## config.mk

```make
export PLATFORM = sky130hd
export DESIGN_NAME = ysyx_22050039_fetch_unit_flat
export DESIGN_NICKNAME = d
export VERILOG_FILES = /design/src/rtl/ysyx_22050039_fetch_unit_if.sv /design/src/rtl/ysyx_22050039_fetch_unit.sv /design/src/flat_wrapper.sv
export SDC_FILE = /design/constraint.sdc
export NUM_CORES = 1
export LEC_CHECK = 0
export ABC_AREA = 1
export BUFFER_PORTS_ARGS = -buffer_cell sky130_fd_sc_hd__clkbuf_2
export CAP_MARGIN = 0
export CORE_UTILIZATION = 58
export CTS_CLUSTER_SIZE = 28
export DETAILED_ROUTE_END_ITERATION = 6
export HOLD_SLACK_MARGIN = 0.1
export PLACE_DENSITY = 0.86
export SLEW_MARGIN = 20
export SYNTH_ARGS = -nofsm -noshare
export SYNTH_HDL_FRONTEND = slang
export SYNTH_SLANG_ARGS = --single-unit
```

## constraint.sdc

```tcl
create_clock -name clk -period 14.15 [get_ports clk]
set_input_delay 2.1225 -clock clk [delete_from_list [all_inputs] [get_ports clk]]
set_output_delay 2.1225 -clock clk [all_outputs]
set_load 0.01 [all_outputs]
```

## src/rtl/ysyx_22050039_fetch_unit_if.sv

```systemverilog
`default_nettype none
// ============================================================================
// ysyx_22050039_fetch_unit_if : imem request/response, decode and redirect bus
// Revision 1.0
// ============================================================================
interface ysyx_22050039_fetch_unit_if #(
  parameter int XLEN     = 64,
  parameter int INST_LEN = 32
);
  logic                imem_req_valid;
  logic                imem_req_ready;
  logic [XLEN-1:0]     imem_req_addr;
  logic                imem_resp_valid;
  logic [INST_LEN-1:0] imem_resp_data;
  logic                inst_valid;
  logic                inst_ready;
  logic [INST_LEN-1:0] inst;
  logic [XLEN-1:0]     inst_pc;
  logic                redirect_valid;
  logic [XLEN-1:0]     redirect_pc;
  logic                fetch_fault;
  logic [XLEN-1:0]     fetch_count;

  modport master (
    output imem_req_valid, imem_req_addr, inst_valid, inst, inst_pc,
           fetch_fault, fetch_count,
    input  imem_req_ready, imem_resp_valid, imem_resp_data, inst_ready,
           redirect_valid, redirect_pc
  );

  modport slave (
    input  imem_req_valid, imem_req_addr, inst_valid, inst, inst_pc,
           fetch_fault, fetch_count,
    output imem_req_ready, imem_resp_valid, imem_resp_data, inst_ready,
           redirect_valid, redirect_pc
  );
endinterface
`default_nettype wire

```

## src/rtl/ysyx_22050039_fetch_unit.sv

```systemverilog
`default_nettype none
// ============================================================================
// ysyx_22050039_fetch_unit : PC owner, single-outstanding imem fetch, redirect
// Revision 1.0
// ============================================================================
module ysyx_22050039_fetch_unit #(
  parameter int              XLEN     = 64,
  parameter int              INST_LEN = 32,
  parameter logic [XLEN-1:0] RESET_PC = XLEN'(64'h8000_0000)
) (
  input  logic                        clk,
  input  logic                        rst,
  ysyx_22050039_fetch_unit_if.master  bus
);

  typedef enum logic [2:0] {
    S_BOOT  = 3'd0,
    S_REQ   = 3'd1,
    S_WAIT  = 3'd2,
    S_HOLD  = 3'd3,
    S_FAULT = 3'd4
  } state_t;

  state_t              state;
  logic [XLEN-1:0]     pc;
  logic [INST_LEN-1:0] inst_buf;
  logic [XLEN-1:0]     inst_pc_buf;
  logic                drop;
  logic [XLEN-1:0]     fetch_count;
  logic                misaligned;

  assign misaligned = bus.redirect_valid && (bus.redirect_pc[1:0] != 2'b00);

  always_ff @(posedge clk or posedge rst) begin
    if (rst) begin
      state       <= S_BOOT;
      pc          <= RESET_PC;
      inst_buf    <= '0;
      inst_pc_buf <= '0;
      drop        <= 1'b0;
      fetch_count <= '0;
    end else begin
      case (state)
        S_BOOT: state <= S_REQ;

        S_REQ: begin
          if (misaligned) begin
            state <= S_FAULT;
          end else begin
            if (bus.redirect_valid) pc <= bus.redirect_pc;
            // An accepted request that races a redirect still carries the old pc.
            if (bus.imem_req_ready) begin
              state <= S_WAIT;
              drop  <= bus.redirect_valid;
            end
          end
        end

        S_WAIT: begin
          if (misaligned) begin
            state <= S_FAULT;
          end else if (bus.imem_resp_valid) begin
            drop <= 1'b0;
            if (bus.redirect_valid || drop) begin
              state <= S_REQ;
              if (bus.redirect_valid) pc <= bus.redirect_pc;
            end else begin
              inst_buf    <= bus.imem_resp_data;
              inst_pc_buf <= pc;
              state       <= S_HOLD;
            end
          end else if (bus.redirect_valid) begin
            drop <= 1'b1;
            pc   <= bus.redirect_pc;
          end
        end

        S_HOLD: begin
          if (misaligned) begin
            state <= S_FAULT;
          end else if (bus.inst_ready) begin
            fetch_count <= fetch_count + XLEN'(1);
            pc          <= bus.redirect_valid ? bus.redirect_pc : pc + XLEN'(4);
            state       <= S_REQ;
          end else if (bus.redirect_valid) begin
            pc    <= bus.redirect_pc;
            state <= S_REQ;
          end
        end

        S_FAULT: state <= S_FAULT;

        default: state <= S_BOOT;
      endcase
    end
  end

  assign bus.imem_req_valid = (state == S_REQ);
  assign bus.inst_valid     = (state == S_HOLD);
  assign bus.fetch_fault    = (state == S_FAULT);
  assign bus.imem_req_addr  = pc;
  assign bus.inst           = inst_buf;
  assign bus.inst_pc        = inst_pc_buf;
  assign bus.fetch_count    = fetch_count;

endmodule
`default_nettype wire

```

## src/flat_wrapper.sv

```systemverilog
// flat-port wrapper written by rule: the top's interface ports become plain ports
module ysyx_22050039_fetch_unit_flat 
#(
  parameter int              XLEN     = 64,
  parameter int              INST_LEN = 32,
  parameter logic [XLEN-1:0] RESET_PC = XLEN'(64'h8000_0000)
)
  (clk, rst, bus_imem_req_valid, bus_imem_req_addr, bus_inst_valid, bus_inst, bus_inst_pc, bus_fetch_fault, bus_fetch_count, bus_imem_req_ready, bus_imem_resp_valid, bus_imem_resp_data, bus_inst_ready, bus_redirect_valid, bus_redirect_pc);
  ysyx_22050039_fetch_unit_if #(.XLEN(XLEN), .INST_LEN(INST_LEN)) bus_i ();
  input  logic clk;
  input  logic rst;
  output wire logic [$bits(bus_i.imem_req_valid)-1:0] bus_imem_req_valid;
  output wire logic [$bits(bus_i.imem_req_addr)-1:0] bus_imem_req_addr;
  output wire logic [$bits(bus_i.inst_valid)-1:0] bus_inst_valid;
  output wire logic [$bits(bus_i.inst)-1:0] bus_inst;
  output wire logic [$bits(bus_i.inst_pc)-1:0] bus_inst_pc;
  output wire logic [$bits(bus_i.fetch_fault)-1:0] bus_fetch_fault;
  output wire logic [$bits(bus_i.fetch_count)-1:0] bus_fetch_count;
  input wire logic [$bits(bus_i.imem_req_ready)-1:0] bus_imem_req_ready;
  input wire logic [$bits(bus_i.imem_resp_valid)-1:0] bus_imem_resp_valid;
  input wire logic [$bits(bus_i.imem_resp_data)-1:0] bus_imem_resp_data;
  input wire logic [$bits(bus_i.inst_ready)-1:0] bus_inst_ready;
  input wire logic [$bits(bus_i.redirect_valid)-1:0] bus_redirect_valid;
  input wire logic [$bits(bus_i.redirect_pc)-1:0] bus_redirect_pc;
  assign bus_imem_req_valid = bus_i.imem_req_valid;
  assign bus_imem_req_addr = bus_i.imem_req_addr;
  assign bus_inst_valid = bus_i.inst_valid;
  assign bus_inst = bus_i.inst;
  assign bus_inst_pc = bus_i.inst_pc;
  assign bus_fetch_fault = bus_i.fetch_fault;
  assign bus_fetch_count = bus_i.fetch_count;
  assign bus_i.imem_req_ready = bus_imem_req_ready;
  assign bus_i.imem_resp_valid = bus_imem_resp_valid;
  assign bus_i.imem_resp_data = bus_imem_resp_data;
  assign bus_i.inst_ready = bus_inst_ready;
  assign bus_i.redirect_valid = bus_redirect_valid;
  assign bus_i.redirect_pc = bus_redirect_pc;
  ysyx_22050039_fetch_unit #(.XLEN(XLEN), .INST_LEN(INST_LEN), .RESET_PC(RESET_PC)) u_core (.clk(clk), .rst(rst), .bus(bus_i));
endmodule
```

Word-level counts from Yosys, hierarchy flattened

Cells that the tools add are included.

Output and inout port bits: 227
Bits of input ports: 102
Logic and storage cells: 58
Memories kept: 0
Bits in writable memories: 0
Bits in latches: 0
Bits in read-only memories: 0
Flip-flop bits (word level): 228

Reduce and logical (&&, ||, !) cells: 11
Order comparisons: 0
Multiplexer cells: 24
$mul: 0
Divide/modulo/power cells: 0
Bitwise logic cells: 2
Shift-type cells: 0
Equal/unequal tests: 13
Add/subtract/negate cells: 2

Operators with widths:

| operator                                       | number |
|---|---|
| 2-to-1 mux 64 bit                              | 8 |
| case mux 64 bit (3 select lines)               | 1 |
| adder 64 x 1 -> 64 bit (second input constant) | 1 |
| adder 64 x 3 -> 64 bit (second input constant) | 1 |
| 2-to-1 mux 3 bit                               | 7 |
| case mux 3 bit (5 select lines)                | 1 |
| AND reduction 5 bit                            | 2 |
| == test 3 x 2 -> 1 bit (second input constant) | 2 |
| != test 2 bit (second input constant)          | 3 |
| != test 3 x 2 -> 1 bit (second input constant) | 2 |
| AND reduction 3 bit                            | 2 |
| 2-to-1 mux 1 bit                               | 5 |
| != test 4 x 1 -> 1 bit (second input constant) | 1 |
| AND reduction 4 bit                            | 1 |
| nonzero test 2 bit                             | 2 |
| == test 3 x 1 -> 1 bit (second input constant) | 1 |
| == test 3 bit (second input constant)          | 1 |
| zero test 3 bit                                | 1 |
| != test 3 x 1 -> 1 bit (second input constant) | 1 |
| != test 3 bit (second input constant)          | 1 |
| nonzero test 3 bit                             | 1 |
| 2-to-1 mux 2 bit                               | 1 |
| != test 2 x 1 -> 1 bit (second input constant) | 1 |
| NOT 1 bit                                      | 2 |
| 3 further kinds                                | 3 |

Logic depth before layout (Yosys ltp)

Depth after elaboration: 5
Gate-level depth with buffers: 13
Mapped depth without buffers: 12

Least setup slack after synthesis

No wires, ideal clock.

Kind: input port to flip-flop
Start: input bus_redirect_valid
End: register u_core.pc[58], in the netlist u_core.bus.imem_req_addr[58]
Required time: 14.033 ns
Data arrival time: 3.361 ns
Path slack: 10.672 ns
Setup time: 0.117 ns
Buffers on the path: 2
Stages on the path: 12
Path through: buf_2 -> inv_1 -> buf_4 -> nand2_2 -> nor2_2 -> nand3_1 -> nor3_1 -> nand2_1 -> nand2_1 -> o21ai_0 -> nand2_1 -> nand2_1

Word-level cells in the longest chain between the ends: 5
Elaborated cells between the ends (all ways): 16
Those cells by class: eq/ne (4); mux (9); reduce/logical (3)

Ends and longest elaborated chain:

| what                             | line                           | text |
|---|---|---|
| start, declared                  | flat_wrapper.sv:23             | `input wire logic [$bits(bus_i.redirect_valid)-1:0] bus_redirect_valid;` |
| 2-to-1 mux 64 bit (4 in series)  | -                              |  |
| case mux 64 bit (3 select lines) | ysyx_22050039_fetch_unit.sv:43 | `case (state)` |
| end signal, assigned             | ysyx_22050039_fetch_unit.sv:50 | `if (bus.redirect_valid) pc <= bus.redirect_pc;` |
| end signal, assigned             | ysyx_22050039_fetch_unit.sv:66 | `if (bus.redirect_valid) pc <= bus.redirect_pc;` |
| end signal, assigned             | ysyx_22050039_fetch_unit.sv:74 | `pc <= bus.redirect_pc;` |
| end, declared                    | ysyx_22050039_fetch_unit.sv:25 | `logic [XLEN-1:0] pc;` |

Parallel ways exist; a longest one is shown, timed or not. The select of a mux whose other input is x is not followed.
A chain may end at the register's enable or synchronous reset.

Worst setup path after layout

Start: input bus_redirect_valid
End: register u_core.pc[22], in the netlist u_core.bus.imem_req_addr[22]

The elaborated chain is that of the path after synthesis.

==> impl_metrics.csv <==
group,metric,value,unit
sta,min_period,5.04,ns
global_route,antenna_found_initial,1,
clock_network,insertion_delay,0.55,ns
layout,finish.net_count,2174,
worst_setup_path,startpoint,"bus_redirect_valid",
clock_network,clk_root_buffer_cell,"sky130_fd_sc_hd__clkbuf_16",
synthesis,post_synth_instance_area,12800,sq um
routing,detailedRoute.firstPassIterationCount,6,
global_route,grt_first_pass_wirelength,62400,um
global_route,global_route.peak_usage_layer,"met2",
floorplan,die_h,151,um
floorplan,io_pins,329,
sta,grt_setup_unrepaired,"false",
layout,layout_commonest_cell,"sky130_fd_sc_hd__nand2_1",
clock_network,clock_sinks,228,
sta,fmaxAchievable,198,MHz
sta,worst_case_clock_skew,0.0158,ns
routing,drt-initial-drc-count,1336,
global_route,grt.met1_usage,46.8,%
routing,detailed_route_wire_length_per_cell,17.0,um
global_route,grt-ovfl-total,0,
worst_setup_path,critical_path.startpoint_type,"primary input",
synthesis,synthesis.instances,1762,
worst_setup_path,crit_end_element,"flop",
hold_path,min_delay_path_depth,1,
floorplan,die-width,151,um
worst_setup_path,worstReg2RegEnd,"u_core.bus.imem_req_addr[6]$_DFFE_PP0P_",
global_route,met3_usage,5.03,%
global_route,grt_usage,35.1,%
sta,timing.final.max_slew_violations,0,
routing,wirelength,40300,um
place,place.gp.congestion,0.975,
routing,drt-vias-per-instance,5.64,
synthesis,synthesis_warnings,0,
clock_network,post_cts_hold_buffer_count,0,
worst_setup_path,setup.reg_to_reg.worst_slack,10.80,ns
clock_network,cts.htree.levels,1,
synthesis,post_synth_num_cell_types,45,
pwr,cellLeakagePower,8.03,nW
floorplan,initial_core_util,59.0,%
run_status,outcome,"completed",
sta,maxSlewHeadroom,31.4,%
place,hpwl,29800,um
place,io_buffer_count,328,
layout,final_layout_size_suffix_gt1_share,21.0,%
worst_setup_path,arr_time_crit_path,5.48,ns
clock_network,post-cts-setup-buffers,0,
worst_setup_path,worst_r2r_src,"u_core.state[1]$_DFFE_PP0P_",
synthesis,mappedNetlistNets,1866,
run,max-cap-violations,0,
layout,synthToLayoutAreaGrowth,20.8,%
hold_path,min_path_type,"flop to flop",
routing,vias,13300,
synthesis,synth.ff_latch_count,228,
clock_network,tritoncts,"yes",
clock_network,clkSlewWorstSetupHoldPaths,0.06,ns
sta,final_min_period_over_clock_period,35.6,%
worst_setup_path,endpoint,"u_core.bus.imem_req_addr[22]$_DFFE_PP0P_",
sta,setup_viol,0,
global_route,first_global_vias,12200,
clock_network,cts_made_buffers,25,
sta,hold_viol_final,0,
synthesis,average_instance_area_after_synthesis,7.28,sq um
sta,setup_total_negative_slack,0,ns
layout,mostFrequentLayoutCells,"sky130_fd_sc_hd__nand2_1, sky130_fd_sc_hd__clkbuf_2, sky130_fd_sc_hd__nor2_1",
sta,worst_slew_pin_slew,1.03,ns
routing,antenna_left,0,
pwr,max-vdd-ir-drop,109,uV
worst_setup_path,cp_data_required_time,14.59,ns
global_route,grt_util_met2,56.9,%
global_route,maximum_number_of_pins_on_one_net_before_global_route_repair,97,
routing,post-route-drc-count,0,
floorplan,core_region_area,21800,sq um
synthesis,ys_seq_area_share,44.5,%
sta,worst_hold_slack,0.482,ns
clock_network,cts_buffer_depth,3,
worst_setup_path,depth_of_the_worst_register_to_register_path,9,
clock_network,cts_resized,0,
floorplan,dieArea,22700,sq um
worst_setup_path,criticalPathCategory,"primary input to flop",
floorplan,num_rows,54,
pwr,power_per_cell_area,173,nW/um^2
worst_setup_path,worstPathMaxFanout,89,
## worst max-delay path: stages
cell and delay [ns]:
sky130_fd_sc_hd__buf_2 0.07, sky130_fd_sc_hd__buf_4 0.67, sky130_fd_sc_hd__nor2_1 0.19, sky130_fd_sc_hd__nand3_4 0.51, sky130_fd_sc_hd__nand2_2 0.39, sky130_fd_sc_hd__buf_4 0.40
sky130_fd_sc_hd__nor2_2 0.37, sky130_fd_sc_hd__inv_1 0.32, sky130_fd_sc_hd__o21ai_0 0.23, sky130_fd_sc_hd__nand2_1 0.07, sky130_fd_sc_hd__nand2_1 0.06, sky130_fd_sc_hd__inv_1 0.03
## logic make-up after synthesis
logic type	count (synthesis)	synth area share, %
AOI/OAI and AO/OA	209	8.71
xor gates and xnor gates	53	3.62
adders and majority gates	2	0.195
buffers and inverters	261	7.82
DFF	228	44.5
muxes	37	3.25
and+or+nand+nor	972	31.9
## stage by stage
stage	setup slack [ns]	std cells	area (sq um)	utilization, %	power (mW)
CTS	9.16	2367	15500	71.2	2.67
floorplan	5.78	1762	12800	-	1.58
detailed placement	8.59	2323	14700	67.4	2.01
global route	8.77	2368	15500	71.2	2.84
global placement	8.63	2323	14700	67.4	1.97
finish	9.11	2368	15500	71.2	2.68
## cell usage after synthesis (all sizes together)
library cell,count,area [sq um]
nand2,511,1930
nor2,255,1000
dfrtp,227,5680
inv,208,783
o21ai,139,696
nand3,112,583
nand4,43,269
a21oi,38,190
mux2,37,417
nor3,35,198
xor2,32,280
clkbuf,30,113
buf,23,108
xnor2,21,184
o211ai,8,60.1
a31oi,6,37.5
nand3b,6,45.0
o22ai,5,31.3
a22oi,4,30.0
and2,4,25.0
and3,3,18.8
a21boi,2,15.0
a32oi,2,17.5
ha,2,25.0
nor4,2,12.5
a211oi,1,7.51
dfstp,1,26.3
nor3b,1,7.51
o21a,1,7.51
o21bai,1,7.51
o221ai,1,8.76
o32ai,1,8.76
## power by group
part,switching (mW),internal [mW],total (mW)
logic,0.578,0.334,0.912
registers,0.242,0.863,1.11
clock network,0.282,0.381,0.663
total,1.10,1.58,2.68
## cell type report
class,count,area (sq um)
flip-flops and latches,228,5710
multi-input cells,1273,6130
inverters,208,791
fillers,1806,6260
clock inverters,9,93.8
repair buffers,334,1690
diodes,1,2.50
well taps,280,350
clock buffers,35,733
## worst min path at each step
stage | from | end
after floorplan | u_core.drop$_DFFE_PP0P_ | u_core.drop$_DFFE_PP0P_
after global placement | u_core.bus.fetch_count[63]$_DFFE_PP0P_ | u_core.bus.fetch_count[63]$_DFFE_PP0P_
after detailed placement | u_core.bus.fetch_count[63]$_DFFE_PP0P_ | u_core.bus.fetch_count[63]$_DFFE_PP0P_
after CTS | u_core.bus.fetch_count[63]$_DFFE_PP0P_ | u_core.bus.fetch_count[63]$_DFFE_PP0P_
after global routing | u_core.bus.fetch_count[63]$_DFFE_PP0P_ | u_core.bus.fetch_count[63]$_DFFE_PP0P_
final | u_core.bus.fetch_count[63]$_DFFE_PP0P_ | u_core.bus.fetch_count[63]$_DFFE_PP0P_
## state kept, by name, indices dropped and copies added (netlist names)
| signal | flops |
|---|---|
| u_core.bus.fetch_count | 64 |
| u_core.bus.imem_req_addr | 64 |
| u_core.bus.inst | 32 |
| u_core.bus.inst_pc | 64 |
| u_core.drop | 1 |
| u_core.state | 3 |
## metal layers
layer,vias up,wire (um)
li1,6267,-
met1,6170,15900
met2,789,18800
met3,122,3910
met4,0,1610
met5,-,0
No activity file was read; power rests on OpenSTA's default activity.
